**config.mk**
```make
export PLATFORM = sky130hd
export DESIGN_NAME = la_pwrseq
export DESIGN_NICKNAME = d
export VERILOG_FILES = /design/src/rtl/la_pwrseq_pkg.sv /design/src/rtl/la_pwrseq_timer.sv /design/src/rtl/la_pwrseq.sv
export SDC_FILE = /design/constraint.sdc
export NUM_CORES = 1
export LEC_CHECK = 0
export ABC_CLOCK_PERIOD_IN_PS = 3420
export BUFFER_PORTS_ARGS = -buffer_cell sky130_fd_sc_hd__buf_2
export CORE_ASPECT_RATIO = 1.25
export CORE_MARGIN = 10
export CORE_UTILIZATION = 35
export CTS_BUF_LIST = sky130_fd_sc_hd__clkbuf_4 sky130_fd_sc_hd__clkbuf_8
export CTS_CLUSTER_DIAMETER = 80
export DETAILED_ROUTE_END_ITERATION = 7
export HOLD_SLACK_MARGIN = 0.02
export PLACE_DENSITY = 0.55
export SKIP_LAST_GASP = 1
export SLEW_MARGIN = 20
export SYNTH_ARGS = -nofsm -noshare
export SYNTH_HDL_FRONTEND = slang
export SYNTH_SLANG_ARGS = --single-unit
```
**constraint.sdc**
```tcl
create_clock -name clk -period 3.42 [get_ports clk]
set_clock_uncertainty 0.15 [all_clocks]
set_input_delay 0.855 -clock clk [delete_from_list [all_inputs] [get_ports clk]]
set_output_delay 0.855 -clock clk [all_outputs]
set_load 0.05 [all_outputs]
```
**src/rtl/la_pwrseq_pkg.sv**
```systemverilog
// Shared definitions for the power-domain sequencer: state encoding and timer sizing.
package la_pwrseq_pkg;

  localparam logic [2:0] ST_OFF     = 3'd0;
  localparam logic [2:0] ST_UP      = 3'd1;
  localparam logic [2:0] ST_SETTLE  = 3'd2;
  localparam logic [2:0] ST_REL_ISO = 3'd3;
  localparam logic [2:0] ST_REL_RST = 3'd4;
  localparam logic [2:0] ST_ON      = 3'd5;
  localparam logic [2:0] ST_DOWN    = 3'd6;

  typedef enum logic [2:0] {
    S_OFF     = ST_OFF,
    S_UP      = ST_UP,
    S_SETTLE  = ST_SETTLE,
    S_REL_ISO = ST_REL_ISO,
    S_REL_RST = ST_REL_RST,
    S_ON      = ST_ON,
    S_DOWN    = ST_DOWN
  } state_e;

  // Width needed to hold max(step, settle) - 1; never narrower than one bit.
  function automatic int tmr_width(input int step, input int settle);
    int m;
    m = (step > settle) ? step : settle;
    return (m < 2) ? 1 : $clog2(m);
  endfunction

endpackage

```
**src/rtl/la_pwrseq_timer.sv**
```systemverilog
// Loadable down-counter that saturates at zero and flags when it is there.
module la_pwrseq_timer
  import la_pwrseq_pkg::*;
#(
  parameter int W = 1
) (
  input  logic         clk,
  input  logic         reset,
  input  logic         load,
  input  logic [W-1:0] load_val,
  output logic         zero
);

  logic [W-1:0] count_q;
  logic [W-1:0] count_d;

  always_comb begin
    count_d = count_q;
    if (load) begin
      count_d = load_val;
    end else if (count_q != '0) begin
      count_d = count_q - W'(1);
    end
  end

  always_ff @(posedge clk) begin
    if (reset) begin
      count_q <= '0;
    end else begin
      count_q <= count_d;
    end
  end

  assign zero = (count_q == '0);

endmodule

```
**src/rtl/la_pwrseq.sv**
```systemverilog
// Power-domain sequencer: staged switch enable, then isolation and reset release;
// the reverse on power-down. Every output comes straight from a flop.
module la_pwrseq
  import la_pwrseq_pkg::*;
#(
  parameter string PROP   = "DEFAULT",
  parameter int    N      = 4,
  parameter int    STEP   = 2,
  parameter int    SETTLE = 8
) (
  input  logic         clk,
  input  logic         reset,
  input  logic         pwr_req,
  output logic [N-1:0] swen,
  output logic         iso,
  output logic         dom_reset,
  output logic         pwr_ack,
  output logic         busy
);

  localparam int TW = tmr_width(STEP, SETTLE);
  localparam logic [TW-1:0] STEP_LD   = TW'(STEP - 1);
  localparam logic [TW-1:0] SETTLE_LD = TW'(SETTLE - 1);

  state_e         state_q, state_d;
  logic [N-1:0]   swen_q, swen_d;
  logic           iso_q, iso_d;
  logic           dom_reset_q, dom_reset_d;
  logic           pwr_ack_q, pwr_ack_d;
  logic           busy_q, busy_d;
  logic           tmr_load;
  logic [TW-1:0]  tmr_val;
  logic           tmr_zero;
  logic [N-1:0]   swen_grow;
  logic [N-1:0]   swen_shrink;

  assign swen_grow   = (swen_q << 1) | N'(1);
  assign swen_shrink = swen_q >> 1;

  la_pwrseq_timer #(
    .W(TW)
  ) u_timer (
    .clk      (clk),
    .reset    (reset),
    .load     (tmr_load),
    .load_val (tmr_val),
    .zero     (tmr_zero)
  );

  always_comb begin
    state_d     = state_q;
    swen_d      = swen_q;
    iso_d       = iso_q;
    dom_reset_d = dom_reset_q;
    pwr_ack_d   = pwr_ack_q;
    busy_d      = busy_q;
    tmr_load    = 1'b0;
    tmr_val     = '0;
    case (state_q)
      S_OFF: begin
        if (pwr_req) begin
          swen_d   = N'(1);
          busy_d   = 1'b1;
          tmr_load = 1'b1;
          // A single stage is already fully on, so settling starts immediately.
          if (N == 1) begin
            tmr_val = SETTLE_LD;
            state_d = S_SETTLE;
          end else begin
            tmr_val = STEP_LD;
            state_d = S_UP;
          end
        end
      end
      S_UP: begin
        if (tmr_zero) begin
          swen_d   = swen_grow;
          tmr_load = 1'b1;
          if (swen_grow[N-1]) begin
            tmr_val = SETTLE_LD;
            state_d = S_SETTLE;
          end else begin
            tmr_val = STEP_LD;
          end
        end
      end
      S_SETTLE: begin
        if (tmr_zero) begin
          iso_d   = 1'b0;
          state_d = S_REL_ISO;
        end
      end
      S_REL_ISO: begin
        dom_reset_d = 1'b0;
        state_d     = S_REL_RST;
      end
      S_REL_RST: begin
        pwr_ack_d = 1'b1;
        busy_d    = 1'b0;
        state_d   = S_ON;
      end
      S_ON: begin
        if (!pwr_req) begin
          pwr_ack_d   = 1'b0;
          iso_d       = 1'b1;
          dom_reset_d = 1'b1;
          busy_d      = 1'b1;
          tmr_load    = 1'b1;
          tmr_val     = '0;
          state_d     = S_DOWN;
        end
      end
      S_DOWN: begin
        // Timer enters at zero, so the top stage drops on the first edge here.
        if (tmr_zero) begin
          swen_d   = swen_shrink;
          tmr_load = 1'b1;
          tmr_val  = STEP_LD;
          if (swen_shrink == '0) begin
            busy_d  = 1'b0;
            state_d = S_OFF;
          end
        end
      end
      default: begin
        state_d = S_OFF;
      end
    endcase
  end

  always_ff @(posedge clk) begin
    if (reset) begin
      state_q     <= S_OFF;
      swen_q      <= '0;
      iso_q       <= 1'b1;
      dom_reset_q <= 1'b1;
      pwr_ack_q   <= 1'b0;
      busy_q      <= 1'b0;
    end else begin
      state_q     <= state_d;
      swen_q      <= swen_d;
      iso_q       <= iso_d;
      dom_reset_q <= dom_reset_d;
      pwr_ack_q   <= pwr_ack_d;
      busy_q      <= busy_d;
    end
  end

  assign swen      = swen_q;
  assign iso       = iso_q;
  assign dom_reset = dom_reset_q;
  assign pwr_ack   = pwr_ack_q;
  assign busy      = busy_q;

endmodule

```
==> results_dict.tcl, run 1 <==
set metrics [dict create \
    min_to "pwr_ack" \
    route.detailed.drc 0 \
    cts_resized 0 \
    grt_pass1_vias 716 \
    async_reset_ff_share_pct 0 \
    clock.fmax_ghz 0.480 \
    synth_ff_type "dfxtp_1" \
    grt_usage_pct 8.65 \
    grt.met2_usage_pct 14.3 \
    setup_slack_ns 1.33 \
    critPathLaunchType "input port" \
    holdPathStages 2 \
    reg2reg_to "swen[2]" \
    sequentialPowerShare_pct 39.2 \
    synth.most_common_cell "dfxtp_1" \
    synth_cell_type_count 34 \
    place.gp.congestion 0.757 \
    grtUsageMet1_pct 10.1 \
    worst_pin_slew_ns 0.556 \
    p_per_area_nw_per_um2 598 \
    max_cap_violations 0 \
    ys_seq_area_share_pct 35.3 \
    worstPathArrival_ns 2.09 \
    antenna_found_initial 0 \
    finalCritPeriodShare_pct 61.0 \
    wl_per_cell_microns 13.4 \
    final_area_sq_um 891 \
    p_int_uw 323 \
    dp_slack_ns 1.05 \
    drv_slew 0 \
    crit_start "pwr_req" \
    grt_pass1_wl_mm 3.28 \
    p_sw_share_pct 39.3 \
    syn-num-nets 107 \
    drt_first_pass_iters 4 \
    p_leak_uw 0.000351 \
    setup_viol 0 \
    start_util_pct 36.3 \
    fill_cells 254 \
    p_switching_uw 209 \
    root_buffer "clkbuf_4" \
    ir_worst_vdd_v 0.000271 \
    rsz0062_at_grt "false" \
    routed_wl_mm 1.90 \
    die_w_microns 62.6 \
    io_pins 11 \
    status "complete, no violations" \
    hold_path.class "reg2reg" \
    pwr-share-clk_pct 23.0 \
    critical_path_class "in2reg" \
    min_from "pwr_ack" \
    holdBufCountCts 0 \
    ys_ff_latch 14 \
    synthTopCellsByCount "14 x dfxtp_1, 11 x a21oi_1, 8 x o21ai_0" \
    worstPathRequired_ns 3.43 \
    synth_largest_area_cell "dfxtp_1" \
    drive_above_1_share_pct 15.5 \
    clk_latency_ns 0.28 \
    num_vias 752 \
    fp.coreArea_sq_um 2190 \
    area_growth_pct 12.3 \
    cts_tree "done" \
    yosys_warnings 0 \
    comb_power_share_pct 37.8 \
    hold_viol 0 \
    ys_top_cells_by_area "dfxtp_1 35%, a21oi_1 6.9%, nand2b_1 5.5%, o21ai_0 5.0%, nand2_1 3.3%" \
    cts_setup_buffers 0 \
    drt_iter0_markers 32 \
    rows 19 \
    clk_path_buf_depth 2 \
    grt_max_degree 17 \
    syn_inst 102 \
    synth_edf_count 0 \
    ff2ff_path_depth 6 \
    r2r_setup_slack_ns 1.36 \
    cts_num_sinks 14 \
    cp-end-kind "flip-flop" \
    ant_nets 0 \
    n_antenna_cell 0 \
    fin_setup_tns_ns 0 \
    r2r_start "u_timer.count_q[0]" \
    fp.dieArea_sq_um 4580 \
    port-buffer-count 10 \
    final_nets 116 \
    path_clk_slew_ns 0.09 \
    globalRouteOverflowTotal 0 \
    dp_hpwl_mm 1.36 \
    synth_top_area_share_pct 35.3 \
    cts_buffers 3 \
    synth_area_per_cell_sq_um 7.78 \
    path_max_fanout 10 \
    grt_busiest_layer "met2" \
    grtUsageMet3_pct 3.23 \
    relSlewSlack_pct 62.8 \
    place_area_sq_um 855 \
    fin_crit_ns 2.09 \
    h-tree-depth 1 \
    dieHeight_microns 73.2 \
    viasPerCell 5.33 \
    syn_area_sq_um 793 \
]
==> metal layers <==
layer / part of all wire [%] / up-vias
met5: 0 / -
met4: 0.74 / 0
met3: 6.0 / 2
met2: 45 / 20
met1: 48 / 344
li1: - / 386
==> layout make-up <==
type                            instances  area, sq um  share of cell area [%]
Multi-Input combinational cell         77          467                    52.4
Clock buffer                            4         36.3                    4.07
Tap cell                               31         38.8                    4.35
Timing Repair Buffer                   10         50.0                    5.62
Inverter                                5         18.8                    2.11
Sequential cell                        14          280                    31.5
==> cell families after synthesis <==
| group | synth area share (%) |
|---|---|
| AO/OA/AOI/OAI | 29.0 |
| flip-flops | 35.3 |
| XOR/XNOR | 1.10 |
| buffers and inverters | 5.84 |
| adder cells (fa/ha/maj) | 3.15 |
| AND/OR/NAND/NOR | 25.6 |
==> metrics by stage <==
step / power (uW) / hold slack, ns / std cells / util (%)
2_1_floorplan: 371 / 0.351 / 102 / -
3_3_place_gp: 414 / 0.306 / 137 / 39.1
3_5_place_dp: 414 / 0.320 / 137 / 39.1
4_1_cts: 538 / 0.339 / 141 / 40.7
5_1_grt: 569 / 0.353 / 141 / 40.7
6_report: 533 / 0.333 / 141 / 40.7
==> placed cells by master (no fill, tap or decap) <==
cell type  synthesis  routed
a221oi_1           1       1
buf_2              1      10
clkbuf_4           0       3
dfxtp_1           14      14
and3b_1            1       1
nor3_1             3       3
a211oi_1           1       1
or2_2              1       1
o221a_2            1       1
xor2_1             1       1
nor2_1             7       7
a21oi_1           11      11
nor2b_1            4       4
a222oi_1           1       1
a22oi_1            1       1
clkbuf_8           0       1
or4b_1             1       1
ha_1               2       2
nand3b_1           1       1
a31oi_1            2       2
o21ai_2            1       1
nand4_1            1       1
o22ai_1            2       2
a21o_1             2       2
nor3b_1            1       1
inv_1              5       5
nand2b_1           7       7
nand3_1            4       4
a21boi_1           1       1
a221o_1            1       1
o21a_1             2       2
o21ai_0            8       8
a311oi_1           1       1
nand2_1            7       7
==> critical path, cell delays in order <==
cell and delay (ns):
buf_2 0.17, or4b_1 0.60, a222oi_1 0.38, a311oi_1 0.09
==> state kept, by name (all words and copies together) (netlist names) <==
name             count
iso                  1
state_q              3
swen                 4
dom_reset            1
pwr_ack              1
u_timer.count_q      3
busy                 1
==> how the worst max path moves through the flow <==
stage               to  slack, ns  cells after the start
6_report       swen[2]       1.33                      4
3_5_place_dp   swen[2]       1.05                      4
4_1_cts        swen[2]       1.35                      6
3_3_place_gp   swen[2]       1.11                      4
2_1_floorplan  swen[2]       1.23                      5
5_1_grt        swen[2]       1.25                      6
==> power groups by stage <==
stage / clock (uW) / combinational [uW] / sequential (uW)
after global placement: 0 / 202 / 212
after CTS: 127 / 202 / 209
after global routing: 132 / 224 / 213
after floorplan: 0 / 141 / 231
after detailed placement: 0 / 202 / 212
final: 122 / 201 / 209
(Power assumes the default switching activity.)
==> inputs of run 2 (changes only) <==
--- a/config.mk
+++ b/config.mk
@@ -5,7 +5,7 @@
 export SDC_FILE = /design/constraint.sdc
 export NUM_CORES = 1
 export LEC_CHECK = 0
-export ABC_CLOCK_PERIOD_IN_PS = 3420
+export ABC_CLOCK_PERIOD_IN_PS = 1780
 export BUFFER_PORTS_ARGS = -buffer_cell sky130_fd_sc_hd__buf_2
 export CORE_ASPECT_RATIO = 1.25
 export CORE_MARGIN = 10
@@ -14,7 +14,7 @@
 export CTS_CLUSTER_DIAMETER = 80
 export DETAILED_ROUTE_END_ITERATION = 7
 export HOLD_SLACK_MARGIN = 0.02
-export PLACE_DENSITY = 0.55
+export PLACE_DENSITY = 0.57
 export SKIP_LAST_GASP = 1
 export SLEW_MARGIN = 20
 export SYNTH_ARGS = -nofsm -noshare
==> constraint.sdc (replaced) <==
create_clock -name clk -period 1.78 [get_ports clk]
set_clock_uncertainty 0.15 [all_clocks]
set_input_delay 0.445 -clock clk [delete_from_list [all_inputs] [get_ports clk]]
set_output_delay 0.445 -clock clk [all_outputs]
set_load 0.05 [all_outputs]
==> results_dict.tcl, run 2 (same netlist as run 1, synthesis figures left out) <==
set metrics [dict create \
    p_int_uw 682 \
    cp-endpoint "swen[2]" \
    r2r_start "u_timer.count_q[1]" \
    r2r_setup_slack_ns 0.12 \
    path_max_fanout 8 \
    fill_cells 251 \
    area_growth_pct 22.4 \
    ant_nets 0 \
    ff2ff_path_depth 7 \
    cp-end-kind "flip-flop" \
    cts_tree "done" \
    worstPathCellList "inv_1 > ha_2 > nor2b_2 > buf_4 > o21ai_4 > a222oi_1 > a311oi_1" \
    largest_register_ff_count 4 \
    layout_common_cells "14 x dfxtp_1, 11 x a21oi_1, 10 x buf_2" \
    io_pins 11 \
    p_switching_uw 430 \
    route.detailed.drc 0 \
    drt_first_pass_iters 5 \
    reg2reg_to "swen[2]" \
    worstPathArrival_ns 1.67 \
    grt_usage_pct 9.07 \
    pwr-share-clk_pct 21.5 \
    p_leak_uw 0.000397 \
    fp.dieArea_sq_um 4580 \
    grt_pass1_wl_mm 3.38 \
    relSlewSlack_pct 78.1 \
    fp.coreArea_sq_um 2190 \
    start_util_pct 36.3 \
    critical_path_class "reg2reg" \
    cts_buffers 3 \
    place.gp.congestion 0.811 \
    status "complete, no violations" \
    sequentialPowerShare_pct 35.0 \
    cts_num_sinks 14 \
    wl_per_cell_microns 13.3 \
    drv_slew 0 \
    dieHeight_microns 73.2 \
    n_antenna_cell 0 \
    setup_viol 0 \
    grt_pass1_vias 770 \
    cpMaxStageDelayCell "a222oi_1" \
    max_cap_violations 0 \
    h-tree-depth 1 \
    crit_start "u_timer.count_q[1]" \
    antenna_found_initial 0 \
    hold_viol 0 \
    clk_path_buf_depth 2 \
    final_nets 125 \
    ir_worst_vdd_v 0.000616 \
    path_clk_slew_ns 0.09 \
    p_per_area_nw_per_um2 1150 \
    slowest_delay_ns 0.33 \
    worst_pin_slew_ns 0.326 \
    final_common_cell "dfxtp_1" \
    clock.fmax_ghz 0.604 \
    p_sw_share_pct 38.7 \
    worstPathRequired_ns 1.80 \
    place_area_sq_um 922 \
    clk_latency_ns 0.28 \
    drive_above_1_share_pct 23.5 \
    final_area_sq_um 971 \
    comb_power_share_pct 43.5 \
    fin_setup_tns_ns 0 \
    cts_setup_buffers 0 \
    dp_hpwl_mm 1.47 \
    holdBufCountCts 0 \
    globalRouteOverflowTotal 0 \
    routed_wl_mm 2.00 \
    drt_iter0_markers 19 \
    root_buffer "clkbuf_4" \
    port-buffer-count 10 \
    die_w_microns 62.6 \
    rows 19 \
    num_vias 805 \
    finalCritPeriodShare_pct 93.1 \
    fin_crit_ns 1.66 \
    grt_max_degree 15 \
    viasPerCell 5.37 \
    hold_path.class "reg2reg" \
    rsz0062_at_grt "false" \
    critPathLaunchType "flip-flop" \
]
[run 2: power by group through the flow]
stage               logic [uW]  clock network [uW]  registers [uW]
global placement           463                   0             393
finish                     484                 239             389
floorplan                  270                   0             443
detailed placement         463                   0             394
global route               534                 264             394
CTS                        468                 245             387
[run 2: worst min path at each step]
stage,from,endpoint,slack (ns),cells after the start
floorplan,u_timer.count_q[0],u_timer.count_q[0],0.35,2
global placement,pwr_ack,pwr_ack,0.31,2
detailed placement,dom_reset,dom_reset,0.32,2
CTS,pwr_ack,pwr_ack,0.34,2
global route,pwr_ack,pwr_ack,0.35,2
finish,pwr_ack,pwr_ack,0.34,2
[run 2: final cells by class]
type                       instances  area, sq um  share of cell area (%)
clock buffer                       4         36.3                    3.74
multi-input combinational         77          479                    49.4
inverter                           5         18.8                    1.93
tap                               31         38.8                    3.99
sequential                        14          280                    28.9
timing repair buffer              19          118                    12.1
[run 2: stage by stage]
step	util (%)	instances	hold slack (ns)	setup WS [ns]	total power, uW
detailed placement	42.2	146	0.320	0.0286	857
global placement	42.2	146	0.310	0.0462	856
floorplan	-	102	0.351	0.00269	714
global route	44.4	150	0.352	0.00965	1190
finish	44.4	150	0.336	0.123	1110
CTS	43.8	150	0.340	0.0718	1100
[run 2: routing by layer]
metal | up-vias | routed length, microns | part of all wire [%] | global-route usage [%]
met5 | - | 0 | 0 | 0
met4 | 0 | 27 | 1.4 | 5.97
met3 | 4 | 114 | 5.7 | 3.23
met2 | 17 | 944 | 47 | 14.5
met1 | 380 | 914 | 46 | 10.0
li1 | 404 | - | - | -
[run 2: timing repair]
action                                  in CTS  in global routing
hold endpoints to repair                     0                  0
gates resized for setup                      0                  3
endpoints found under the setup margin       0                  4
[run 2: worst max-delay path, delay by kind of cell, from the launching register on]
kind / cells / cell delay (ns)
AO/OA/AOI/OAI: 3 / 0.49
adder cells (fa/ha/maj): 1 / 0.20
buffers and inverters: 2 / 0.23
flip-flops: 1 / 0.31
AND/OR/NAND/NOR: 1 / 0.16
==> inputs of run 3 (changes only) <==
--- a/config.mk
+++ b/config.mk
@@ -5,6 +5,7 @@
 export SDC_FILE = /design/constraint.sdc
 export NUM_CORES = 1
 export LEC_CHECK = 0
+export ABC_AREA = 1
 export ABC_CLOCK_PERIOD_IN_PS = 1780
 export BUFFER_PORTS_ARGS = -buffer_cell sky130_fd_sc_hd__buf_2
 export CORE_ASPECT_RATIO = 1.25
==> results_dict.tcl, run 3 <==
set metrics [dict create \
    status "complete, no violations" \
    drt_first_pass_iters 4 \
    finalCritPeriodShare_pct 90.4 \
    ys_seq_area_share_pct 32.4 \
    fin_cells 171 \
    yosys_warnings 0 \
    routed_wl_mm 2.02 \
    final_area_sq_um 962 \
    synth_largest_area_cell "dfxtp_1" \
    viasPerCell 4.95 \
    hold_viol 0 \
    syn-num-nets 133 \
    hold_path.class "in2reg" \
    final_common_cell "nand2_1" \
    slowest_delay_ns 0.43 \
    synthTopCellsByCount "35 x nand2_1, 14 x dfxtp_1, 12 x nand3_1, 12 x nor2_1, 10 x a21oi_1" \
    drive_above_1_share_pct 26.1 \
    critical_path_class "reg2out" \
    min_from "reset" \
    holdBufCountCts 0 \
    worst_pin_slew_ns 0.375 \
    num_vias 846 \
    root_buffer "clkbuf_4" \
    n_antenna_cell 0 \
    largest_register_ff_count 4 \
    p_per_area_nw_per_um2 1940 \
    synth_area_per_cell_sq_um 6.75 \
    dp_cells 167 \
    antenna_found_initial 0 \
    fp.coreArea_sq_um 2400 \
    cts_tree "done" \
    fin_setup_tns_ns 0 \
    synth.most_common_cell "nand2_1" \
    dp_hpwl_mm 1.58 \
    path_max_fanout 6 \
    area_growth_pct 11.3 \
    final_nets 144 \
    io_pins 11 \
    cpMaxStageDelayCell "dfxtp_1" \
    ys_ff_latch 14 \
    seqCellArea_sq_um 282 \
    crit_family "flip-flops" \
    syn_area_sq_um 865 \
    layout_common_cells "34 x nand2_1, 13 x dfxtp_1, 12 x nand3_1, 12 x nor2_1" \
    async_reset_ff_share_pct 0 \
    grt_usage_pct 9.01 \
    cts_buffers 3 \
    fin_crit_ns 1.61 \
    p_leak_uw 0.000453 \
    critPathLaunchType "flip-flop" \
    worstPathRequired_ns 1.18 \
    place.gp.congestion 0.962 \
    path_buf_inv 1 \
    globalRouteOverflowTotal 0 \
    relSlewSlack_pct 75.0 \
    syn_inst 128 \
    worstPathArrival_ns 1.01 \
    cts_num_sinks 14 \
    grt_max_degree 13 \
    synth_top_area_share_pct 32.4 \
    crit_start "swen[2]" \
    synth_ff_type "dfxtp_1" \
    rows 20 \
    setup_viol 0 \
    cp-end-kind "output port" \
    route.detailed.drc 0 \
    clock.fmax_ghz 0.621 \
    drv_slew 0 \
    r2r_start "state_q[1]" \
    dieHeight_microns 75.6 \
    worstPathCellList "buf_2" \
    cts_resized 0 \
    synth_cell_type_count 22 \
    die_w_microns 64.5 \
    port-buffer-count 10 \
    place_area_sq_um 922 \
    ir_worst_vdd_v 0.00105 \
    grt_pass1_wl_mm 3.48 \
    fill_cells 276 \
    start_util_pct 36.0 \
    ys_top_cells_by_area "dfxtp_1 32%, nand2_1 15%, nand3_1 6.9%, a21oi_1 5.8%, nor2_1 5.2%" \
    multi_input_area_sq_um 502 \
    h-tree-depth 1 \
    rsz0062_at_grt "false" \
    fp.dieArea_sq_um 4870 \
    clk_latency_ns 0.29 \
    drt_iter0_markers 14 \
    wl_per_cell_microns 11.8 \
    cts_setup_buffers 0 \
    path_clk_slew_ns 0.09 \
    synth_edf_count 0 \
    max_cap_violations 0 \
    clk_path_buf_depth 2 \
    ant_nets 0 \
    grt_pass1_vias 793 \
]
-- run 3: final cells by class --
cell class	count	area share, %
clock buffers	4	3.77
inverters	13	5.33
multi-input cells	97	52.1
flip-flops and latches	14	29.3
well taps	33	4.29
repair buffers	10	5.20
-- run 3: per-layer routing --
layer	vias up	global-route usage, %	part of all wire, %
li1	435	-	-
met1	385	9.97	45
met2	18	14.5	47
met3	8	4.12	5.3
met4	0	4.29	2.7
met5	-	0	0
-- run 3: through the flow --
stage          util, %  total power (uW)  worst slack [ns]  hold slack, ns
2_1_floorplan        -              1460             0.340           0.375
3_3_place_gp      38.4              1630             0.154           0.285
3_5_place_dp      38.4              1630             0.137           0.295
4_1_cts           39.9              1870             0.113           0.300
5_1_grt           40.1              2060            0.0512           0.292
6_report          40.1              1870             0.171           0.301
-- run 3: worst paths after layout --
kind,endpoint,depth (start not counted),slack [ns]
max,swen[2],1,0.17
min,state_q[1],2,0.30
max reg2reg,state_q[0],8,0.18
min reg2reg,dom_reset,2,0.30
-- run 3: kinds of logic after synthesis --
family	Yosys count	synth area share (%)
AND/OR/NAND/NOR	75	41.4
AO/OA/AOI/OAI	19	12.4
buffers and inverters	17	9.84
flip-flops	14	32.4
adder cells (fa/ha/maj)	2	2.89
XOR/XNOR	1	1.01
-- run 3: power breakdown --
part	leakage, uW	internal, uW	switching, uW
Clock	0.0000210	125	107
Sequential	0.000115	425	136
Combinational	0.000317	337	741
